$ cat src/rtl/alu_pkg.sv
// Shared ALU opcode and state types.
// The opcode encoding matches the ALU control decoder.
package alu_pkg;

    typedef enum logic [3:0] {
        AluAnd = 4'b0000,
        AluOr  = 4'b0001,
        AluAdd = 4'b0010,
        AluSll = 4'b0011,
        AluSrl = 4'b0100,
        AluSra = 4'b0101,
        AluSub = 4'b0110,
        AluSlt = 4'b0111,
        AluNor = 4'b1100
    } alu_op_e;

    typedef enum logic [1:0] {
        IDLE,
        BUSY
    } alu_state_e;

    function automatic logic is_shift(alu_op_e op);
        return (op == AluSll) || (op == AluSrl) || (op == AluSra);
    endfunction

endpackage

$ cat src/rtl/alu_exec_unit_if.sv
// Operand/result handshake bundle for the execute-stage ALU.
// The slave side is the ALU; the master side is the operand mux and the writeback consumer.
interface alu_exec_unit_if #(
    parameter int unsigned XLEN = 32
) ();

    logic            in_valid;
    logic            in_ready;
    logic [3:0]      control_i;
    logic [XLEN-1:0] a_i;
    logic [XLEN-1:0] b_i;
    logic            out_valid;
    logic            out_ready;
    logic [XLEN-1:0] result_o;
    logic            zero_o;
    logic            illegal_o;

    modport master (
        output in_valid, control_i, a_i, b_i, out_ready,
        input  in_ready, out_valid, result_o, zero_o, illegal_o
    );

    modport slave (
        input  in_valid, control_i, a_i, b_i, out_ready,
        output in_ready, out_valid, result_o, zero_o, illegal_o
    );

endinterface

$ cat src/rtl/alu_shift_iter.sv
// Iterative shifter: one bit per cycle, with a down-counter for the remaining shift amount.
// done_o is high during the final step; result_o then holds the fully shifted value.
module alu_shift_iter
    import alu_pkg::*;
#(
    parameter int unsigned XLEN = 32,
    parameter int unsigned SHW  = $clog2(XLEN)
) (
    input  logic            clk,
    input  logic            rst_n,
    input  logic            clr_i,
    input  logic            start_i,
    input  alu_op_e         op_i,
    input  logic [XLEN-1:0] value_i,
    input  logic [SHW-1:0]  shamt_i,
    output logic            busy_o,
    output logic            done_o,
    output logic [XLEN-1:0] result_o
);

    logic [XLEN-1:0] val_q;
    logic [SHW-1:0]  cnt_q;
    alu_op_e         op_q;
    logic            busy_q;

    // result_o is the value after one more step; it feeds both the register and the output.
    always_comb begin
        case (op_q)
            AluSll:  result_o = {val_q[XLEN-2:0], 1'b0};
            AluSra:  result_o = {val_q[XLEN-1], val_q[XLEN-1:1]};
            default: result_o = {1'b0, val_q[XLEN-1:1]};
        endcase
    end

    always_ff @(posedge clk or negedge rst_n) begin
        if (!rst_n) begin
            val_q  <= '0;
            cnt_q  <= '0;
            op_q   <= AluSrl;
            busy_q <= 1'b0;
        end else if (clr_i) begin
            busy_q <= 1'b0;
        end else if (start_i) begin
            val_q  <= value_i;
            cnt_q  <= shamt_i;
            op_q   <= op_i;
            busy_q <= 1'b1;
        end else if (busy_q) begin
            val_q <= result_o;
            cnt_q <= cnt_q - SHW'(1);
            if (cnt_q == SHW'(1)) begin
                busy_q <= 1'b0;
            end
        end
    end

    assign busy_o = busy_q;
    assign done_o = busy_q && (cnt_q == SHW'(1));

endmodule

$ cat src/rtl/alu_exec_unit.sv
// Execute-stage ALU: single-cycle logic/arith ops, iterative shifts, registered result.
// Valid/ready on both sides; flush_i aborts any in-flight op and drops a pending result.
module alu_exec_unit
    import alu_pkg::*;
#(
    parameter int unsigned XLEN = 32,
    parameter int unsigned SHW  = $clog2(XLEN)
) (
    input  logic           clk,
    input  logic           rst_n,
    input  logic           flush_i,
    alu_exec_unit_if.slave io
);

    alu_state_e      state_q, state_d;
    logic            out_valid_q, out_valid_d;
    logic [XLEN-1:0] result_q, result_d;
    logic            zero_q, zero_d;
    logic            illegal_q, illegal_d;

    alu_op_e         op;
    logic [SHW-1:0]  shamt;
    logic            accept;
    logic            long_shift;
    logic [XLEN-1:0] alu_res;
    logic            alu_ill;
    logic            sh_busy;
    logic            sh_done;
    logic [XLEN-1:0] sh_result;

    assign op         = alu_op_e'(io.control_i);
    assign shamt      = io.b_i[SHW-1:0];
    assign long_shift = is_shift(op) && (shamt != '0);
    // rst_n gates ready so nothing is accepted while the unit is held in reset.
    assign io.in_ready = rst_n && (state_q == IDLE) && !sh_busy
                         && (!out_valid_q || io.out_ready) && !flush_i;
    assign accept     = io.in_valid && io.in_ready;

    alu_shift_iter #(
        .XLEN (XLEN),
        .SHW  (SHW)
    ) u_shift (
        .clk      (clk),
        .rst_n    (rst_n),
        .clr_i    (flush_i),
        .start_i  (accept && long_shift),
        .op_i     (op),
        .value_i  (io.a_i),
        .shamt_i  (shamt),
        .busy_o   (sh_busy),
        .done_o   (sh_done),
        .result_o (sh_result)
    );

    always_comb begin
        alu_res = '0;
        alu_ill = 1'b0;
        case (io.control_i)
            AluAnd: alu_res = io.a_i & io.b_i;
            AluOr:  alu_res = io.a_i | io.b_i;
            AluAdd: alu_res = io.a_i + io.b_i;
            AluSub: alu_res = io.a_i - io.b_i;
            AluSlt: alu_res = {{(XLEN-1){1'b0}}, $signed(io.a_i) < $signed(io.b_i)};
            AluNor: alu_res = ~(io.a_i | io.b_i);
            AluSll, AluSrl, AluSra: alu_res = io.a_i;
            default: alu_ill = 1'b1;
        endcase
    end

    always_comb begin
        state_d     = state_q;
        out_valid_d = out_valid_q;
        result_d    = result_q;
        zero_d      = zero_q;
        illegal_d   = illegal_q;
        if (flush_i) begin
            state_d     = IDLE;
            out_valid_d = 1'b0;
        end else if (state_q == BUSY) begin
            if (sh_done) begin
                state_d     = IDLE;
                out_valid_d = 1'b1;
                result_d    = sh_result;
                zero_d      = (sh_result == '0);
                illegal_d   = 1'b0;
            end
        end else if (accept) begin
            if (long_shift) begin
                state_d     = BUSY;
                out_valid_d = 1'b0;
            end else begin
                out_valid_d = 1'b1;
                result_d    = alu_res;
                zero_d      = (alu_res == '0);
                illegal_d   = alu_ill;
            end
        end else if (out_valid_q && io.out_ready) begin
            out_valid_d = 1'b0;
        end
    end

    always_ff @(posedge clk or negedge rst_n) begin
        if (!rst_n) begin
            state_q     <= IDLE;
            out_valid_q <= 1'b0;
            result_q    <= '0;
            zero_q      <= 1'b0;
            illegal_q   <= 1'b0;
        end else begin
            state_q     <= state_d;
            out_valid_q <= out_valid_d;
            result_q    <= result_d;
            zero_q      <= zero_d;
            illegal_q   <= illegal_d;
        end
    end

    assign io.out_valid = out_valid_q;
    assign io.result_o  = result_q;
    assign io.zero_o    = zero_q;
    assign io.illegal_o = illegal_q;

endmodule

$ cat src/flat_wrapper.sv
// flat-port wrapper written by rule: the top's interface ports become plain ports
module alu_exec_unit_flat import alu_pkg::*;
#(
    parameter int unsigned XLEN = 32,
    parameter int unsigned SHW  = $clog2(XLEN)
)
  (clk, rst_n, flush_i, io_in_valid, io_control_i, io_a_i, io_b_i, io_out_ready, io_in_ready, io_out_valid, io_result_o, io_zero_o, io_illegal_o);
  alu_exec_unit_if #(.XLEN(XLEN)) io_i ();
  input  logic clk;
  input  logic rst_n;
  input  logic flush_i;
  input wire logic [$bits(io_i.in_valid)-1:0] io_in_valid;
  input wire logic [$bits(io_i.control_i)-1:0] io_control_i;
  input wire logic [$bits(io_i.a_i)-1:0] io_a_i;
  input wire logic [$bits(io_i.b_i)-1:0] io_b_i;
  input wire logic [$bits(io_i.out_ready)-1:0] io_out_ready;
  output wire logic [$bits(io_i.in_ready)-1:0] io_in_ready;
  output wire logic [$bits(io_i.out_valid)-1:0] io_out_valid;
  output wire logic [$bits(io_i.result_o)-1:0] io_result_o;
  output wire logic [$bits(io_i.zero_o)-1:0] io_zero_o;
  output wire logic [$bits(io_i.illegal_o)-1:0] io_illegal_o;
  assign io_i.in_valid = io_in_valid;
  assign io_i.control_i = io_control_i;
  assign io_i.a_i = io_a_i;
  assign io_i.b_i = io_b_i;
  assign io_i.out_ready = io_out_ready;
  assign io_in_ready = io_i.in_ready;
  assign io_out_valid = io_i.out_valid;
  assign io_result_o = io_i.result_o;
  assign io_zero_o = io_i.zero_o;
  assign io_illegal_o = io_i.illegal_o;
  alu_exec_unit #(.XLEN(XLEN), .SHW(SHW)) u_core (.clk(clk), .rst_n(rst_n), .flush_i(flush_i), .io(io_i));
endmodule
$ cat config.mk
export PLATFORM = sky130hd
export DESIGN_NAME = alu_exec_unit_flat
export DESIGN_NICKNAME = d
export VERILOG_FILES = /design/src/rtl/alu_pkg.sv /design/src/rtl/alu_exec_unit_if.sv /design/src/rtl/alu_shift_iter.sv /design/src/rtl/alu_exec_unit.sv /design/src/flat_wrapper.sv
export SDC_FILE = /design/constraint.sdc
export NUM_CORES = 1
export LEC_CHECK = 0
export ABC_AREA = 0
export CORE_MARGIN = 2
export CORE_UTILIZATION = 29
export CTS_CLUSTER_SIZE = 8
export DETAILED_ROUTE_END_ITERATION = 6
export SLEW_MARGIN = 20
export SYNTH_ARGS = -nofsm -noshare
export SYNTH_HDL_FRONTEND = slang
export SYNTH_SLANG_ARGS = --single-unit
$ cat constraint.sdc
create_clock -name clk -period 4.9 [get_ports clk]
set_clock_uncertainty 0.2 [all_clocks]
set_input_delay 0.98 -clock clk [delete_from_list [all_inputs] [get_ports clk]]
set_output_delay 0.98 -clock clk [all_outputs]
set_load 0.02 [all_outputs]
# == Word level (Yosys, flattened, before mapping) ==
# Index checks and enable logic that the tools add are counted.
# word_totals
word_cells,98
in_bits,73
ff_bits,79
output_inout_bits,36
# op_classes
muxes,34
n_eq_ne,15
n_reduce_logical,32
bitwise_logic,4
magnitude_cmp,1
n_addsub,3
# ops
cell,count
32-bit one-hot mux with 7 select lines,1
32-bit two-way mux,6
32-bit logical NOT,2
32-bit one-hot mux with 2 select lines,1
32-bit adder,1
32-bit AND,1
32-bit less-than comparator,1
32-bit NOT,1
32-bit OR,1
32-bit subtractor,1
4-bit by 3-bit equality test with 1-bit output (second input constant),5
1-bit two-way mux,19
4-bit by 2-bit equality test with 1-bit output (second input constant),3
2-bit two-way mux,5
5-bit two-way mux,2
1-bit logical AND,9
9-bit OR reduction,1
2-bit AND reduction,3
3-bit nonzero test,2
5-bit by 1-bit equality test with 1-bit output (second input constant),1
5-bit nonzero test,1
5-bit by 1-bit subtractor with 5-bit output (second input constant),1
4-bit by 1-bit equality test with 1-bit output (second input constant),1
4-bit equality test (second input constant),1
other kinds (14),19

# == Depth between registers and ports, before layout ==
# logic_depth
depth_word,9
depth_mapped,15
depth_no_buf,15

# == Cells and area by module ==
# From an unflattened synthesis, not the netlist that was laid out.
# unflattened
hier_cells,1334
hier_area_um2,10456.3
# modules_own_cells
module,area_each_um2,seq_area_each_um2,n_inst,cells_each
alu_exec_unit,7777.5,900.9,1,1102
alu_shift_iter,2678.8,1052.3,1,232

# == Worst setup path after synthesis ==
# OpenSTA, ideal clock, no wires.
# synth_path
path_kind,input -> register
from,input io_a_i[0]
to,"register u_core.zero_q, in the netlist u_core.io.zero_o"
setup_slack_ns,-0.128
path_stages,15
setup_ns,0.092
t_required_ns,4.608
path_buffers,0
arrival_ns,4.737
path_cell_list,inv_1 > ha_1 > inv_1 > fa_1 > nor2b_1 > o21ai_1 > a31oi_4 > o21ai_1 > o311ai_0 > a21o_1 > or4_1 > or4b_1 > or4_1 > or4_1 > o31ai_2
# synth_via
elab_chain_len,7
word_cells_on_any_way,11
cone_classes,2 x add/sub; 1 x order compare; 4 x mux; 3 x bitwise; 1 x reduce/logical
# synth_rtl
item,line_no,source
"start, declared",flat_wrapper.sv:14,input wire logic [$bits(io_i.a_i)-1:0] io_a_i;
"parallel branches: the longest is 2 deep, another holds 32-bit subtractor",n/a,
32-bit one-hot mux with 7 select lines (*),alu_exec_unit.sv:58,case (io.control_i)
32-bit logical NOT (*),alu_exec_unit.sv:94,zero_d = (alu_res == '0);
1-bit two-way mux (*),alu_exec_unit.sv:88,if (long_shift) begin
1-bit two-way mux (*),alu_exec_unit.sv:87,end else if (accept) begin
1-bit two-way mux (*),alu_exec_unit.sv:79,end else if (state_q == BUSY) begin
"end signal, assigned",alu_exec_unit.sv:113,zero_q <= zero_d;
"end, declared",alu_exec_unit.sv:18,"logic zero_q, zero_d;"
# Mark *: on every way between the ends. The select of a mux whose other input is x is not followed.
# A chain may end at the register's enable or synchronous reset.

# == Final worst setup path ==
# layout_path
from,input io_a_i[12]
to,"register u_core.zero_q, in the netlist u_core.io.zero_o"
# Same word-level chain as after synthesis.

==> impl_metrics.csv <==
group,metric,value,unit
yosys,async_flop_share,100.0,%
die,ios,109,
power_and_ir_drop,leakage,7.145,nW
cells_and_area,diodes,0,
cells_and_area,fin_cells,2336,
global_route,grt_pass1_wl,74.83,mm
timing,finalSetupViolations,1,
critical_path,path_max_fanout,5,
global_route,antenna_found_initial,0,
routing,drt_iter0_drc,977,
clock_tree,clkLatencyLatePin,0.34,ns
clock_tree,cts.sink_count,78,
min_path,hold_class,"reg -> reg",
routing,wl_per_cell,21.01,um
global_route,track_usage,26.19,%
timing,period_minus_slack,4.956,ns
routing,drt-pass1-iter-count,6,
clock_tree,clock-root-buffer,"clkbuf_16",
timing,layout_setup_ws,-0.05553,ns
outcome,outcome,"complete, but fails checks",
global_route,overflow,0,
job,cap_violations,0,
timing,timing.fmax,201.8,MHz
cells_and_area,synthToLayoutAreaGrowth,53.33,%
outcome,violations,"setup timing",
routing,wl,49.08,mm
timing,final_max_slew_viol_count,0,
clock_tree,clkSlewWorstSetupHoldPaths,0.06,ns
yosys,yosysWarnings,0,
power_and_ir_drop,p_total,3.394,mW
power_and_ir_drop,ir_drop,0.1653,mV
yosys,syn_avg_cell_area,7.343,um^2
critical_path,arrival,5.01,ns
die,die_area,37260,um^2
timing,tightest_slew,0.8826,ns
cells_and_area,fin_nets,2046,
routing,viasPerCell,5.498,
die,rows,69,
clock_tree,cts_htree_levels,3,
die,dieHeight,193.0,um
yosys,synth_edf_count,0,
clock_tree,numCtsBuffers,9,
yosys,synth_nets,1587,
timing,setup_tns,-0.05553,ns
die,start_util,29.27,%
yosys,synth-seq-area-share,18.85,%
critical_path,critPathKind,"in -> reg",
critical_path,critPathLaunchType,"input pin",
clock_tree,cts_tree,"yes",
die,coreArea,35400,um^2
cells_and_area,drive_gt1_share,32.37,%
timing,rsz0062_at_grt,"true",
timing,fin_crit_sh,101.1,%
timing,max_slew_margin,40.94,%
critical_path,required,4.95,ns
placement,dpl.hpwl,40.10,mm
global_route,grt_pass1_vias,12810,
routing,dr_total_vias,12840,
routing,drcViolationCount,0,
timing,hold_viol,0,
die,die_x,193.0,um
yosys,synth_cells,1411,
cells_and_area,fill_cells,3624,
placement,place_congestion,1.002,
yosys,synth_area,10360,um^2
yosys,synth_flop_cell,"dfrtp_1",
clock_tree,clockBufferDepth,2,
placement,numPortBuffers,108,
critical_path,critPathCaptureType,"flip-flop",
global_route,grt_max_degree,82,
routing,ant_nets,0,
yosys,ys_types,100,
placement,dp.cells,2304,
power_and_ir_drop,p_per_area,213.6,nW/um^2
yosys,synth-seq-cells,78,
==> critical path, stage by stage <==
cell and delay [ns]:
clkdlybuf4s50_1 0.57, inv_1 0.07, ha_2 0.31, a21o_1 0.20, buf_4 0.14, a31oi_1 0.35, o32a_1 0.23, o311a_1 0.23
buf_4 0.18, nor2_1 0.04, a2bb2oi_1 0.16, or4b_1 0.52, or4_1 0.42, or4_4 0.43, o31ai_2 0.18
==> flip-flops by register name, summed over array words and instances, names as in the netlist <==
signal / flops
u_core.io.result_o: 32
u_core.u_shift.val_q: 32
u_core.u_shift.cnt_q: 5
u_core.u_shift.op_q: 4
u_core.io.illegal_o: 1
u_core.io.out_valid: 1
u_core.io.zero_o: 1
u_core.state_q: 1
u_core.u_shift.busy_o: 1
==> cell usage after synthesis, drive strengths merged (5+ instances only) <==
cell | count | area (um^2)
o21a | 8 | 60.06
nor3b | 5 | 37.54
nor2b | 11 | 71.32
inv | 108 | 405.4
o22a | 6 | 52.55
o31a | 8 | 70.07
o2111ai | 5 | 50.04
and3 | 9 | 56.30
a221oi | 20 | 181.4
nand3 | 28 | 140.1
a21o | 25 | 188.9
o22ai | 10 | 62.56
a22oi | 19 | 142.6
mux2 | 11 | 123.9
a211oi | 19 | 142.6
a21boi | 5 | 37.54
a221o | 8 | 80.08
o221ai | 12 | 105.1
or3 | 5 | 31.28
a21oi | 127 | 658.1
nor3 | 25 | 136.4
nor4 | 15 | 100.1
dfrtp | 77 | 1927
o311ai | 7 | 61.31
nand2 | 159 | 604.3
clkbuf | 62 | 232.7
xnor2 | 6 | 52.55
and2 | 12 | 77.58
a31oi | 14 | 108.9
nand2b | 16 | 100.1
buf | 31 | 177.7
o21ai | 144 | 724.4
o211ai | 10 | 75.07
o221a | 6 | 67.56
ha | 101 | 1264
a2bb2oi | 6 | 52.55
mux2i | 36 | 360.4
or2 | 5 | 31.28
nand4 | 25 | 156.4
nor2 | 102 | 385.4
o31ai | 21 | 176.4
==> placed cells by master (no fill, tap or decap), types with 23 or more instances in the layout <==
master / n
inv_1: 92
dfrtp_1: 76
a21o_1: 23
nor2_1: 95
ha_1: 79
nand3_1: 27
nand2_1: 157
nand4_1: 25
o21ai_0: 133
buf_4: 411
clkdlybuf4s50_1: 88
a21oi_1: 110
mux2i_1: 36
==> report_power, final <==
part | total [mW] | internal (mW) | switching (mW)
registers | 0.834 | 0.754 | 0.0807
clock network | 0.669 | 0.396 | 0.273
logic | 1.89 | 0.906 | 0.984
==> metrics by stage <==
stage | area, um^2 | utilization [%] | setup slack [ns] | hold WS [ns]
global placement | 14890 | 42.07 | -0.8590 | 0.2629
finish | 15890 | 44.88 | -0.05553 | 0.2844
detailed placement | 14890 | 42.07 | -0.9548 | 0.2715
floorplan | 10370 | - | 0.0002722 | 0.2496
CTS | 15850 | 44.78 | 0.005123 | 0.2856
global route | 15890 | 44.88 | -0.1931 | 0.3011
==> final timing paths <==
path	from	to	slack (ns)	cells past startpoint
max	io_a_i[12]	u_core.io.zero_o	-0.06	15
min	u_core.io.result_o[31]	u_core.io.result_o[31]	0.28	2
max reg2reg	u_core.u_shift.cnt_q[1]	u_core.io.zero_o	0.83	13
min reg2reg	u_core.io.result_o[31]	u_core.io.result_o[31]	0.28	2
max in group asynchronous	rst_n	u_core.state_q[0]	3.36	2
min in group asynchronous	rst_n	u_core.io.result_o[22]	0.61	2
==> layer usage <==
metal  track usage [%]  wire length (um)  part of all wire [%]  up-vias
li1                  -                 -                     -     6128
met1             33.71             21420                    44     6172
met2             44.29             22920                    47      429
met3             2.842              2328                   4.7      114
met4             11.54              2407                   4.9        0
met5                 0                 0                     0        -
==> kinds of logic after synthesis <==
kind of cell             count (synthesis)  share of synthesized area, %
AO/OA/AOI/OAI                          534                         34.78
XOR/XNOR                                 6                        0.5072
adder cells (fa/ha/maj)                103                         12.58
buffers and inverters                  201                         7.873
flip-flops                              78                         18.85
multiplexers                            47                         4.673
AND/OR/NAND/NOR                        442                         20.73
==> cell type report <==
class / instances / area [um^2] / share of cell area [%]
well taps: 461 / 576.8 / 3.631
flip-flops and latches: 78 / 1954 / 12.30
clock inverters: 5 / 61.31 / 0.3859
inverters: 108 / 405.4 / 2.552
multi-input cells: 1132 / 8190 / 51.56
repair buffers: 541 / 4466 / 28.11
clock buffers: 11 / 232.7 / 1.465
==> what timing repair did <==
item	4_1_cts	5_1_grt
setup endpoints to repair	3	2
buffers inserted	16	0
pin swaps	47	7
hold buffers	0	0
endpoints found under the hold margin	0	0
gates resized for setup	140	10
Power figures use the tool's default switching activity.
